`src/rtl/twos_to_signmag_pkg.sv`:
```
// twos_to_signmag_pkg: shared state encoding, default width and counter sizing
package twos_to_signmag_pkg;
   localparam int DEF_WIDTH = 4;
   typedef enum logic [1:0] {
      IDLE  = 2'd0,
      SHIFT = 2'd1,
      DONE  = 2'd2
   } state_t;
   function automatic int cnt_width(input int width);
      return $clog2(width);
   endfunction
endpackage

```
`src/rtl/twos_to_signmag_if.sv`:
```
// twos_to_signmag_if: operand/result handshake bundle between producer, converter and consumer
interface twos_to_signmag_if
   import twos_to_signmag_pkg::*;
#(
   parameter int WIDTH = DEF_WIDTH
);
   logic [WIDTH-1:0] in_data;
   logic             in_valid;
   logic             in_ready;
   logic             out_sign;
   logic [WIDTH-1:0] out_mag;
   logic             out_valid;
   logic             out_ready;
   logic             busy;
   modport master (
      output in_data, in_valid, out_ready,
      input  in_ready, out_sign, out_mag, out_valid, busy
   );
   modport slave (
      input  in_data, in_valid, out_ready,
      output in_ready, out_sign, out_mag, out_valid, busy
   );
endinterface

```
`src/rtl/twos_to_signmag_serial_negate_cell.sv`:
```
// serial_negate_cell: bit-serial copy-until-first-one-then-invert stage
module serial_negate_cell (
   input  logic clk,
   input  logic reset,
   input  logic clear,
   input  logic en,
   input  logic invert_en,
   input  logic b,
   output logic o
);
   logic seen_one;
   always_ff @(posedge clk) begin
      if (reset || clear) seen_one <= 1'b0;
      else if (en && invert_en) seen_one <= seen_one | b;
   end
   assign o = b ^ (invert_en & seen_one);
endmodule

```
`src/rtl/twos_to_signmag.sv`:
```
// twos_to_signmag: bit-serial two's-complement to sign/magnitude converter, LSB first
module twos_to_signmag
   import twos_to_signmag_pkg::*;
#(
   parameter int WIDTH = DEF_WIDTH
) (
   input logic clk,
   input logic reset,
   twos_to_signmag_if.slave bus
);
   localparam int CW = cnt_width(WIDTH);
   state_t           state;
   logic [WIDTH-1:0] shift_reg;
   logic [WIDTH-1:0] mag_r;
   logic             sign_r;
   logic [CW-1:0]    cnt;
   logic             o;
   logic             accept;
   assign accept = (state == IDLE) && bus.in_valid;
   serial_negate_cell u_cell (
      .clk       (clk),
      .reset     (reset),
      .clear     (accept),
      .en        (state == SHIFT),
      .invert_en (sign_r),
      .b         (shift_reg[0]),
      .o         (o)
   );
   always_ff @(posedge clk) begin
      if (reset) begin
         state     <= IDLE;
         shift_reg <= '0;
         mag_r     <= '0;
         sign_r    <= 1'b0;
         cnt       <= '0;
      end else begin
         case (state)
            IDLE: if (bus.in_valid) begin
               shift_reg <= bus.in_data;
               sign_r    <= bus.in_data[WIDTH-1];
               cnt       <= '0;
               state     <= SHIFT;
            end
            SHIFT: begin
               mag_r     <= {o, mag_r[WIDTH-1:1]};
               shift_reg <= shift_reg >> 1;
               cnt       <= cnt + 1'b1;
               state     <= (cnt == CW'(WIDTH - 1)) ? DONE : SHIFT;
            end
            DONE: state <= bus.out_ready ? IDLE : DONE;
            default: state <= IDLE;
         endcase
      end
   end
   // Results are only visible in DONE; mag_r holds partial data while shifting.
   assign bus.in_ready  = state == IDLE;
   assign bus.out_valid = state == DONE;
   assign bus.busy      = state != IDLE;
   assign bus.out_sign  = (state == DONE) & sign_r;
   assign bus.out_mag   = (state == DONE) ? mag_r : '0;
endmodule
```
`src/flat_wrapper.sv`:
```
// flat-port wrapper written by rule: the top's interface ports become plain ports
module twos_to_signmag_flat import twos_to_signmag_pkg::*;
#(
   parameter int WIDTH = DEF_WIDTH
)
  (clk, reset, bus_in_data, bus_in_valid, bus_out_ready, bus_in_ready, bus_out_sign, bus_out_mag, bus_out_valid, bus_busy);
  twos_to_signmag_if #(.WIDTH(WIDTH)) bus_i ();
  input logic clk;
  input logic reset;
  input wire logic [$bits(bus_i.in_data)-1:0] bus_in_data;
  input wire logic [$bits(bus_i.in_valid)-1:0] bus_in_valid;
  input wire logic [$bits(bus_i.out_ready)-1:0] bus_out_ready;
  output wire logic [$bits(bus_i.in_ready)-1:0] bus_in_ready;
  output wire logic [$bits(bus_i.out_sign)-1:0] bus_out_sign;
  output wire logic [$bits(bus_i.out_mag)-1:0] bus_out_mag;
  output wire logic [$bits(bus_i.out_valid)-1:0] bus_out_valid;
  output wire logic [$bits(bus_i.busy)-1:0] bus_busy;
  assign bus_i.in_data = bus_in_data;
  assign bus_i.in_valid = bus_in_valid;
  assign bus_i.out_ready = bus_out_ready;
  assign bus_in_ready = bus_i.in_ready;
  assign bus_out_sign = bus_i.out_sign;
  assign bus_out_mag = bus_i.out_mag;
  assign bus_out_valid = bus_i.out_valid;
  assign bus_busy = bus_i.busy;
  twos_to_signmag #(.WIDTH(WIDTH)) u_core (.clk(clk), .reset(reset), .bus(bus_i));
endmodule
```
`config.mk`:
```
export PLATFORM = sky130hd
export DESIGN_NAME = twos_to_signmag_flat
export DESIGN_NICKNAME = d
export VERILOG_FILES = /design/src/rtl/twos_to_signmag_pkg.sv /design/src/rtl/twos_to_signmag_if.sv /design/src/rtl/twos_to_signmag_serial_negate_cell.sv /design/src/rtl/twos_to_signmag.sv /design/src/flat_wrapper.sv
export SDC_FILE = /design/constraint.sdc
export NUM_CORES = 1
export LEC_CHECK = 0
export ABC_AREA = 1
export ABC_CLOCK_PERIOD_IN_PS = 1100
export CAP_MARGIN = 20
export CORE_MARGIN = 8
export CORE_UTILIZATION = 47
export CTS_CLUSTER_SIZE = 10
export DETAILED_ROUTE_END_ITERATION = 10
export PLACE_DENSITY_LB_ADDON = 0.05
export RECOVER_POWER = 50
export SYNTH_ARGS = -nofsm -noshare
export SYNTH_HDL_FRONTEND = slang
export SYNTH_SLANG_ARGS = --single-unit
```
`constraint.sdc`:
```
create_clock -name clk -period 1.1 [get_ports clk]
set_input_delay 0.22 -clock clk [delete_from_list [all_inputs] [get_ports clk]]
set_output_delay 0.22 -clock clk [all_outputs]
set_load 0.03 [all_outputs]
```
### Yosys cells after proc, flatten, opt, wreduce, memory -nomap -nowiden

Index checks and enable logic that the tools add are counted.

* add/sub/neg operators: 1
* eq/ne operators: 4
* multiplexer cells: 9
* bitwise gates (word level): 4
* reductions and logical operators: 8

Operators by type and width (number)
* 2-bit 2-to-1 mux: 4
* 4-bit 2-to-1 mux: 2
* 4-bit case mux with 2 select lines: 1
* 2-bit case mux with 3 select lines: 1
* 2-bit equality test (second input constant): 2
* 2-bit case mux with 2 select lines: 1
* 2-bit AND reduction: 2
* 2-bit nonzero test: 2
* 2-bit by 1-bit adder with 2-bit output (second input constant): 1
* 1-bit bitwise AND: 2
* 2-bit by 1-bit equality test with 1-bit output (second input constant): 1
* 1-bit logical AND: 2
* 2-bit logical NOT: 1
* 2-bit != test (second input constant): 1
* 1-bit logical OR: 1
* 1-bit OR: 1
* 1-bit XOR: 1

* register bits: 14
* input bits: 8
* output and inout port bits: 8
* word-level logic and storage cells: 32

### Depth between registers and ports, before layout

* depth after elaboration: 3
* depth in mapped cells: 7
* mapped depth without buffers: 6

### By module

A second synthesis with hierarchy kept.

* cell total of the unflattened synthesis: 95
* area total of the unflattened synthesis: 670.6 um2

By module, submodules not included
* twos_to_signmag: times used 1, cells an instance 88, area each 614.3 um2, sequential area each 260.2 um2
* serial_negate_cell: times used 1, cells an instance 7, area each 56.3 um2, sequential area each 20.0 um2

### Least setup slack after synthesis

Ideal clock, no wire load.

* kind: reg2out
* start point: reg u_core.state[0]
* end point: out bus_out_mag[0]
* data arrival time: 1534 ps
* required time: 880 ps
* slack: -654 ps
* cell stages (with the launch flop): 5
* buffers on the path: 1
* cells stage by stage: dfxtp_1 -> buf_6 -> nor2_1 -> inv_1 -> nor2_1

* word-level cells in the longest chain between the ends: 2

RTL lines
* start, declared: line twos_to_signmag.sv:12 `state_t state;`
* start signal, assigned: line twos_to_signmag.sv:48 `state <= (cnt == CW'(WIDTH - 1)) ? DONE : SHIFT;`
* start signal, assigned: line twos_to_signmag.sv:50 `DONE: state <= bus.out_ready ? IDLE : DONE;`
* 2-bit equality test
* via bus_out_valid: line flat_wrapper.sv:16 `output wire logic [$bits(bus_i.out_valid)-1:0] bus_out_valid;`
* 4-bit 2-to-1 mux: line twos_to_signmag.sv:60 `assign bus.out_mag = (state == DONE) ? mag_r : '0;`
* end, declared: line flat_wrapper.sv:15 `output wire logic [$bits(bus_i.out_mag)-1:0] bus_out_mag;`

The timed path passes the listed nets, and every way through them passes these cells.

### Worst setup path in the final report

* start point: reg u_core.state[1]
* end point: out bus_out_mag[1]

* word-level cells in the longest chain between the ends: 2

RTL lines (line)
* 2-bit equality test: twos_to_signmag.sv:60
* 4-bit 2-to-1 mux: twos_to_signmag.sv:60

Every way passes these cells.

==> metrics.md <==
| Metric | Value |
|---|---|
| Final #Nets | `around 140` |
| Failing checks | `negative setup slack` |
| IO buf count | `15` |
| Placed Cells | `around 140` |
| CP arrival | `roughly 1.2 ns` |
| Synthesis-to-finish area growth | `51.35%` |
| Die area | `2971 µm²` |
| Maximum clock path buffer count | `2` |
| Slew @ Worst Pin | `0.4180 ns` |
| Number of global-route vias before repair | `just under 600` |
| Max_cap viols | `0` |
| Initial DRC count | `20` |
| Post-detailed-route count of antenna-violating nets | `0` |
| Finished Layout Cells | `147` |
| Area leader, netlist | `dfxtp_1` |
| Fin area | `roughly 1100 µm²` |
| Root Buffer | `clkbuf_4` |
| Synth warn | `0` |
| CP Cell Sequence | `inv_4 -> nor2_4 -> inv_1 -> nor2_4 -> buf_4` |
| Cells after synthesis | `around 100` |
| Fin Hold WS | `around 0.47 ns` |
| Dpl hpwl | `approximately 1.2 mm` |
| CP bufs+invs | `3` |
| Routed len/inst | `around 11 µm` |
| I/O pins | `16` |
| Initial Util | `0.4793` |
| # setup viols final | `8` |
| Slowest CP cell | `dfxtp_2` |
| Worst path required time | `a little under 0.9 ns` |
| Util after Layout | `0.7255` |
| Crit-path leading delay family | `buffers and inverters` |
| CTS tree | `built` |
| Layout cells sized above 1 | `0.3511` |
| Area share of the largest cell type after synthesis | `0.4022` |
| Distinct cell type count after synthesis | `17` |
| Placed Area | `932.1 µm²` |
| Overall routing resource usage | `0.1184` |
| Worst hold path type | `register to register` |
| Synthesized area per cell | `slightly below 7 µm²` |
| Num CTS Buffers | `3` |
| Drt drc | `0` |
| Critical path class | `register to primary output` |
| Power Density | `between 1000 and 1500 nW/µm²` |
| Register area | `282.8 µm²` |
| Fin. max-slew vios | `0` |
| CTS H-Tree Depth | `1` |
| Outcome | `finished, violations left` |
| Largest net degree at the start of global routing | `13` |
| Crit-path max FO | `5` |
| Wirelength, routed | `between 1.5 and 2 mm` |
| Synthesized cell area | `696.9 µm²` |
| Maximum VDD drop | `0.7240 mV` |
| Yosys reg bits | `14` |
| Hold Fails Final Rpt | `0` |
| Cell mode on critical path | `nor2_4` |
| GPL Wtd Cong | `between 0.7 and 0.8` |
| Multi-input logic area | `around 400 µm²` |
| Worst setup SP type | `register` |
| FMAX | `slightly below 700 MHz` |
| Clock transition at the registers of the reported paths | `approximately 0.070 ns` |
| CP peak stage delay | `~0.34 ns` |
| Area of the core | `approximately 1500 µm²` |
| Final setup margin | `-0.3415 ns` |
| Critical Path Sink Type | `primary output` |
| RSZ-0062 raised after global routing | `true` |
| Global route overflow | `0` |
| Vias per cell | `4.810` |
| # rows | `14` |
| CTS Sinks | `14` |
| Die height | `about 55 µm` |
| Global-route wire length before repair | `approximately 2.6 mm` |
| Overall power | `1.123 mW` |
| Syn Nets | `approximately 110` |
| Setup TNS | `-2.393 ns` |
| Final Cycle Share | `1.310` |
| Synth top area cells | `dfxtp_1 (40%), nand2_1 (12%), nor2_1 (10%), inv_1 (8.6%), nand3_1 (5.7%)` |
| Min Tclk post-route | `1.441 ns` |
| DR vias | `between 700 and 800` |
| Initial antenna violation count | `0` |
| Relative max-transition margin | `0.7210` |
| Sequential-to-total area share from yosys stat | `0.4022` |
| Die width | `~55 µm` |
| P_leak | `around 0.47 nW` |
| DP Worst Slack | `-0.1770 ns` |
| Fillers | `about 120` |
| Clk_skew | `0.008047 ns` |
| Total iterations of the first detailed-routing run | `4` |
| Worst skew pair latency | `0.28 ns` |
| Number of diodes | `0` |
[final timing paths]
kind | from | endpoint | slack [ns] | cells past startpoint
max | u_core.state[1]$_SDFFE_PP0P_ | bus_out_mag[1] | -0.34 | 5
min | u_core.cnt[1]$_SDFFE_PP0P_ | u_core.cnt[1]$_SDFFE_PP0P_ | 0.47 | 2
max reg2reg | u_core.state[0]$_SDFFE_PP0P_ | u_core.shift_reg[0]$_SDFFE_PP0P_ | 0.02 | 6
min reg2reg | u_core.cnt[1]$_SDFFE_PP0P_ | u_core.cnt[1]$_SDFFE_PP0P_ | 0.47 | 2
[worst reg2reg max path, stage by stage, from the launching register on]
cell,delay [ns]
dfxtp_2,0.34
buf_6,0.12
buf_12,0.13
o21ai_4,0.21
nand2_1,0.08
nand2_1,0.06
nor2_1,0.05
[synth_stat cells]
cell type and n:
buf_6 2, inv_1 16, a21oi_2 1, a21oi_1 5, ha_1 1, buf_2 1
nand2_4 1, inv_4 1, dfxtp_1 14, o21ai_4 1, nand3_1 8, nand2_2 3
inv_2 1, nor2_1 19, nor2_2 2, o21ai_0 4, nand2_1 22
[area by class of cell]
class | count | area share
inverter | 18 | 0.06643
sequential | 14 | 0.2681
multi-input combinational | 69 | 0.3832
tap | 16 | 0.01898
clock buffer | 3 | 0.02135
timing repair buffer | 27 | 0.2420
[power by group]
part           internal (mW)  leakage, nW  switching [mW]  total, mW
logic                  0.127        0.345           0.145      0.271
clock network          0.127       0.0138           0.158      0.285
registers              0.544        0.116          0.0231      0.567
[metal layers]
| metal | global-route usage | up-vias | wire, µm |
|---|---|---|---|
| met1 | 0.1402 | 315 | 734 |
| li1 | - | 372 | - |
| met5 | 0 | - | 0 |
| met4 | 0.04918 | 0 | 17 |
| met3 | 0.05163 | 3 | 133 |
| met2 | 0.1832 | 17 | 737 |
[logic make-up (layout without fill, tap and decap cells)]
| group | after synthesis | in the layout | synth area share |
|---|---|---|---|
| flip-flops | 14 | 14 | 0.4022 |
| buffers and inverters | 21 | 48 | 0.1400 |
| AO/OA/AOI/OAI | 11 | 12 | 0.1005 |
| adder cells (fa/ha/maj) | 1 | 1 | 0.01795 |
| AND/OR/NAND/NOR | 55 | 56 | 0.3393 |
[placed cells by master, fill, tap and decap left out, types with 4 or more instances in the layout]
cell type / instances
nand2_1: 21
inv_1: 15
nor2_1: 13
buf_4: 13
dfxtp_1: 12
nand3_1: 8
clkdlybuf4s50_1: 7
nor2_4: 6
buf_6: 6
a21oi_1: 4
o21ai_0: 4
[repair_timing]
item                       in CTS  in global routing
setup endpoints to repair       9                 19
buffers inserted                3                  1
hold buffers                    0                  0
cloned                          0                  2
resized for setup              13                  4
pin swaps                       3                  5
Power figures use the tool's default switching activity.
